==> src/rtl/st_splitter_fifo.sv <==
`default_nettype none
// +--------------------------------------------------------------------------+
// | st_splitter_fifo                                                          |
// | Avalon-ST 1-to-N packet splitter with per-output show-ahead FIFOs,        |
// | per-packet output enable mask and sticky protocol-error flag.             |
// | Optional: ST_SPLITTER_PKT_CNT_EN adds a 32-bit end-of-packet counter.     |
// | Revision: 1.0                                                             |
// +--------------------------------------------------------------------------+
module st_splitter_fifo #(
    parameter int DATA_W     = 16,
    parameter int EMPTY_W    = 1,
    parameter int NUM_OUT    = 2,
    parameter int FIFO_DEPTH = 4
) (
    input  logic                        st_splitter_clk_clk,
    input  logic                        st_splitter_reset_reset_n,
    output logic                        st_splitter_in_ready,
    input  logic                        st_splitter_in_valid,
    input  logic                        st_splitter_in_startofpacket,
    input  logic                        st_splitter_in_endofpacket,
    input  logic [EMPTY_W-1:0]          st_splitter_in_empty,
    input  logic [DATA_W-1:0]           st_splitter_in_data,
    input  logic [NUM_OUT-1:0]          st_splitter_out_enable,
    input  logic [NUM_OUT-1:0]          st_splitter_out_ready,
    output logic [NUM_OUT-1:0]          st_splitter_out_valid,
    output logic [NUM_OUT-1:0]          st_splitter_out_startofpacket,
    output logic [NUM_OUT-1:0]          st_splitter_out_endofpacket,
    output logic [NUM_OUT*EMPTY_W-1:0]  st_splitter_out_empty,
    output logic [NUM_OUT*DATA_W-1:0]   st_splitter_out_data,
    output logic                        st_splitter_proto_err
`ifdef ST_SPLITTER_PKT_CNT_EN
    ,
    output logic [31:0]                 st_splitter_pkt_count
`endif
);

    localparam int PTR_W   = $clog2(FIFO_DEPTH);
    localparam int CNT_W   = PTR_W + 1;
    localparam int ENTRY_W = 2 + EMPTY_W + DATA_W;
    localparam logic [CNT_W-1:0] DEPTH_CNT = CNT_W'(FIFO_DEPTH);

    typedef enum logic [0:0] {
        IDLE   = 1'b0,
        IN_PKT = 1'b1
    } state_t;

    logic                clk;
    logic                rst_n;
    state_t              state;
    state_t              state_next;
    logic [NUM_OUT-1:0]  active_mask;
    logic [NUM_OUT-1:0]  active_mask_next;
    logic [NUM_OUT-1:0]  write_mask;
    logic [NUM_OUT-1:0]  not_full;
    logic                accept;
    logic                set_err;
    logic                proto_err;
    logic [ENTRY_W-1:0]  in_entry;

    assign clk   = st_splitter_clk_clk;
    assign rst_n = st_splitter_reset_reset_n;

    // The mask latched at SOP governs the body of a packet; a new packet
    // (or a stray beat outside a packet) uses the live enable.
    assign write_mask = (state == IN_PKT) ? active_mask : st_splitter_out_enable;

    assign st_splitter_in_ready = rst_n & (&(~write_mask | not_full));
    assign accept   = st_splitter_in_valid & st_splitter_in_ready;
    assign in_entry = {st_splitter_in_startofpacket, st_splitter_in_endofpacket,
                       st_splitter_in_empty, st_splitter_in_data};

    always_comb begin
        state_next       = state;
        active_mask_next = active_mask;
        set_err          = 1'b0;
        if (accept) begin
            case (state)
                IDLE: begin
                    if (!st_splitter_in_startofpacket) begin
                        set_err = 1'b1;
                    end else if (!st_splitter_in_endofpacket) begin
                        state_next       = IN_PKT;
                        active_mask_next = st_splitter_out_enable;
                    end
                end
                IN_PKT: begin
                    if (st_splitter_in_startofpacket) begin
                        set_err          = 1'b1;
                        active_mask_next = st_splitter_out_enable;
                    end
                    if (st_splitter_in_endofpacket) begin
                        state_next = IDLE;
                    end
                end
                default: state_next = IDLE;
            endcase
        end
    end

    always_ff @(posedge clk or negedge rst_n) begin
        if (!rst_n) begin
            state       <= IDLE;
            active_mask <= '0;
            proto_err   <= 1'b0;
        end else begin
            state       <= state_next;
            active_mask <= active_mask_next;
            proto_err   <= proto_err | set_err;
        end
    end

    assign st_splitter_proto_err = proto_err;

    generate
        for (genvar i = 0; i < NUM_OUT; i++) begin : g_fifo
            logic [ENTRY_W-1:0] mem [FIFO_DEPTH];
            logic [PTR_W-1:0]   wr_ptr;
            logic [PTR_W-1:0]   rd_ptr;
            logic [CNT_W-1:0]   count;
            logic               push;
            logic               pop;
            logic               has_data;
            logic [ENTRY_W-1:0] shown;

            assign has_data    = (count != '0);
            assign push        = accept & write_mask[i];
            assign pop         = has_data & st_splitter_out_ready[i];
            assign not_full[i] = (count != DEPTH_CNT);

            always_ff @(posedge clk or negedge rst_n) begin
                if (!rst_n) begin
                    wr_ptr <= '0;
                    rd_ptr <= '0;
                    count  <= '0;
                end else begin
                    if (push) begin
                        wr_ptr <= wr_ptr + PTR_W'(1);
                    end
                    if (pop) begin
                        rd_ptr <= rd_ptr + PTR_W'(1);
                    end
                    case ({push, pop})
                        2'b10:   count <= count + CNT_W'(1);
                        2'b01:   count <= count - CNT_W'(1);
                        default: count <= count;
                    endcase
                end
            end

            // Storage needs no reset: nothing is shown unless count says so.
            always_ff @(posedge clk) begin
                if (push) begin
                    mem[wr_ptr] <= in_entry;
                end
            end

            assign shown = has_data ? mem[rd_ptr] : '0;

            assign st_splitter_out_valid[i]                        = has_data;
            assign st_splitter_out_startofpacket[i]                = shown[ENTRY_W-1];
            assign st_splitter_out_endofpacket[i]                  = shown[ENTRY_W-2];
            assign st_splitter_out_empty[i*EMPTY_W +: EMPTY_W]     = shown[DATA_W +: EMPTY_W];
            assign st_splitter_out_data[i*DATA_W +: DATA_W]        = shown[DATA_W-1:0];
        end
    endgenerate

`ifdef ST_SPLITTER_PKT_CNT_EN
    logic [31:0] pkt_count;

    always_ff @(posedge clk or negedge rst_n) begin
        if (!rst_n) begin
            pkt_count <= '0;
        end else if (accept && st_splitter_in_endofpacket) begin
            pkt_count <= pkt_count + 32'd1;
        end
    end

    assign st_splitter_pkt_count = pkt_count;
`endif

endmodule
`default_nettype wire

==> config.mk <==
export PLATFORM = sky130hd
export DESIGN_NAME = st_splitter_fifo
export DESIGN_NICKNAME = d
export VERILOG_FILES = /design/src/rtl/st_splitter_fifo.sv
export SDC_FILE = /design/constraint.sdc
export NUM_CORES = 1
export LEC_CHECK = 0
export ABC_AREA = 1
export BUFFER_PORTS_ARGS = -buffer_cell sky130_fd_sc_hd__buf_2
export CELL_PAD_IN_SITES_DETAIL_PLACEMENT = 1
export CELL_PAD_IN_SITES_GLOBAL_PLACEMENT = 2
export CORE_MARGIN = 10
export CORE_UTILIZATION = 31
export CTS_CLUSTER_SIZE = 25
export DETAILED_ROUTE_END_ITERATION = 8
export GPL_TIMING_DRIVEN = 0
export PLACE_DENSITY = 0.7
export SETUP_SLACK_MARGIN = 0.05
export SYNTH_ARGS = -nofsm -noshare
export SYNTH_HDL_FRONTEND = slang
export SYNTH_SLANG_ARGS = --single-unit
export TNS_END_PERCENT = 50
==> constraint.sdc <==
create_clock -name st_splitter_clk_clk -period 2.9 [get_ports st_splitter_clk_clk]
set_clock_uncertainty 0.15 [all_clocks]
set_input_delay 0.58 -clock st_splitter_clk_clk [delete_from_list [all_inputs] [get_ports st_splitter_clk_clk]]
set_output_delay 0.58 -clock st_splitter_clk_clk [all_outputs]
set_load 0.01 [all_outputs]
==> results.cfg <==
[worst_setup_path]
critical_path_class = input port to flip-flop
cp-endpoint = g_fifo[1].count[1]
cp_max_fo = 7
endpoint_kind = flip-flop
cp_data_required_time_ps = 3090
rr_endpoint = g_fifo[1].count[1]
cp-start-kind = input port
startpoint = st_splitter_reset_reset_n
reg2regPathDepth = 10
rr_startpoint = state
critPathArrivalTime_ps = 2970
r2r_slack_ps = 390

[synthesis]
syn-cell-area_um2 = 7090
syn_nets = 637
syn_area_per_cell_um2 = 11.9
yosys.area.top_type = edfxtp_1
synth_warnings = 0
yosys-top-cells-area = edfxtp_1 64%, nor2_1 8.8%, dfrtp_1 6.4%
ys_seq_area_frac = 0.708
ys_ff_latch = 170
yosysTopAreaCellShare = 0.644
syn_inst = 597
ys_types = 27

[die]
start_util = 0.314
die_area_um2 = 29300
ioPinCount = 68
die_h_um = 171
die_w_um = 171
coreArea_um2 = 22600
rows = 55

[global_route]
grt_max_degree = 17
antenna_found_initial = 1
grt_pass1_wl_um = 29900
grt.total_usage = 0.136
grt_pass1_vias = 5196
grt_overflow = 0

[routing]
vias_per_cell = 4.80
drt-initial-drc-count = 230
ant_nets = 0
wl_um = 19300
num_vias = 4765
wl_per_cell_um = 19.5
dr.pass1.iters = 4
route.detailed.drc = 0

[power]
p_per_area_nw_per_um2 = 1010
pwr-share-seq = 0.349
p_leak_uw = 0.00320
intPower_uw = 5360
total_power_uw = 8680
power_switching_uw = 3320
peakVddDrop_uv = 412
sw_frac_of_total = 0.383
p_clk_frac = 0.263
power_frac_comb = 0.388

[finish]
nets = 733
area_growth_pct = 21.0
drive_gt1_frac = 0.234

[min_path]
whs_path_depth = 3
hold_path_class = input port to flip-flop

[cts]
cts_made_buffers = 17
cts_root_buf = clkbuf_16
clk_latency_ps = 430
clk_pin_slew_worst_paths_ps = 70
htreeDepth = 4
postCtsSetupBuffers = 0
cts_sinks = 170
cts_buffer_depth = 2
cts_tree = built

[sta]
clock.fmax_ghz = 0.360
tightest_slew_ps = 872
whs_ps = 263
fin_crit_ps = 2780
rsz0062_at_grt = true
slew_violations = 0
hold_viol = 0
finalSetupViolCount = 0
period_share = 0.958
relSlewSlack = 0.417

[status]
status = completed

[run]
maxCapViolCount = 0

[placement]
port_buffers = 67
dp_hpwl_um = 13400
routabilityCongestion = 0.778
==> metrics by stage <==
| step | setup TNS, ps | utilization | setup WS, ps | cells | area, um^2 |
|---|---|---|---|---|---|
| 6_report | 0 | 0.380 | 122 | 992 | 8570 |
| 2_1_floorplan | 0 | - | 460 | 597 | 7090 |
| 3_3_place_gp | -121750 | 0.345 | -852 | 949 | 7780 |
| 5_1_grt | -490 | 0.380 | -48.0 | 991 | 8570 |
| 3_5_place_dp | -4990 | 0.351 | -116 | 957 | 7920 |
| 4_1_cts | 0 | 0.378 | 20.0 | 991 | 8530 |
==> routing by layer <==
| metal | vias up | routed length (um) | share of wire | GRT usage |
|---|---|---|---|---|
| li1 | 2247 | - | - | - |
| met1 | 2401 | 8380 | 0.43 | 0.164 |
| met2 | 89 | 9580 | 0.50 | 0.230 |
| met3 | 26 | 932 | 0.048 | 0.0346 |
| met4 | 2 | 422 | 0.022 | 0.0529 |
| met5 | - | 13 | 0.00067 | 0 |
==> cells in the mapped netlist (all sizes together) <==
cell	n
buf	20
dfrtp	18
edfxtp	152
or2	1
o21bai	1
clkbuf	13
xor2	5
o21ai	80
nand4	9
nand3	2
fa	2
nor2	169
ha	12
inv	34
a21oi	42
nand2	34
xnor2	3
==> layout make-up <==
class | instances | area [um^2]
Tap cell | 285 | 357
Sequential cell | 170 | 5010
Antenna cell | 1 | 2.50
Timing Repair Buffer | 77 | 475
Fill cell | 2460 | 14000
Clock inverter | 15 | 164
Multi-Input combinational cell | 360 | 1820
Buffer | 33 | 180
Inverter | 34 | 130
Clock buffer | 17 | 425
==> placed cells by master, fill, tap and decap left out, drive strengths merged <==
| cell type | synthesis | routed |
|---|---|---|
| a21oi | 42 | 42 |
| buf | 20 | 95 |
| bufinv | 0 | 2 |
| clkbuf | 13 | 30 |
| clkinv | 0 | 5 |
| clkinvlp | 0 | 2 |
| dfrtp | 18 | 18 |
| diode | 0 | 1 |
| dlygate4sd3 | 0 | 2 |
| edfxtp | 152 | 152 |
| fa | 2 | 2 |
| ha | 12 | 12 |
| inv | 34 | 40 |
| nand2 | 34 | 34 |
| nand3 | 2 | 2 |
| nand4 | 9 | 9 |
| nor2 | 169 | 169 |
| o21ai | 80 | 80 |
| o21bai | 1 | 1 |
| or2 | 1 | 1 |
| xnor2 | 3 | 3 |
| xor2 | 5 | 5 |
==> how the worst min path moves through the flow <==
stage,from,slack [ps],endpoint
2_1_floorplan,st_splitter_reset_reset_n,130,active_mask[0]
3_3_place_gp,g_fifo[0].count[0],310,g_fifo[0].count[0]
3_5_place_dp,g_fifo[0].count[0],310,g_fifo[0].count[0]
4_1_cts,st_splitter_out_enable[0],240,active_mask[0]
5_1_grt,st_splitter_out_enable[0],260,active_mask[0]
6_report,st_splitter_out_enable[0],260,active_mask[0]
==> worst max-delay path, cell delays in order <==
cell           delay [ps]
dlygate4sd3_1         510
buf_2                 270
inv_1                  90
nor2_2                220
nand4_2               260
ha_1                  300
inv_1                 110
fa_1                  410
o21ai_0               210
==> cell families after synthesis <==
kind of cell               share of synthesized area
AOI/OAI and AO/OA                             0.0877
xor gates and xnor gates                     0.00989
adders and majority gates                     0.0268
buffers and inverters                         0.0408
DFF                                            0.708
and+or+nand+nor                                0.127
==> repair_timing <==
item                                    in CTS  in global routing
cloned                                       0                  0
gates resized for setup                      4                 20
endpoints found under the setup margin      16                 90
hold endpoints to repair                    15                  0
hold buffers                                 2                  0
==> power by group through the flow <==
stage	Clock (uW)	Combinational, uW	Sequential [uW]
4_1_cts	2340	3420	3030
5_1_grt	2430	3860	3050
3_3_place_gp	0	3210	3070
2_1_floorplan	0	2020	3050
6_report	2290	3370	3030
3_5_place_dp	0	3370	3080
==> sequential cells by signal, indices dropped and copies added (netlist names) <==
| signal | count |
|---|---|
| g_fifo.wr_ptr | 4 |
| state | 1 |
| g_fifo.rd_ptr | 4 |
| g_fifo.count | 6 |
| g_fifo.mem | 152 |
| st_splitter_proto_err | 1 |
| active_mask | 2 |
No activity file was read; power rests on OpenSTA's default activity.
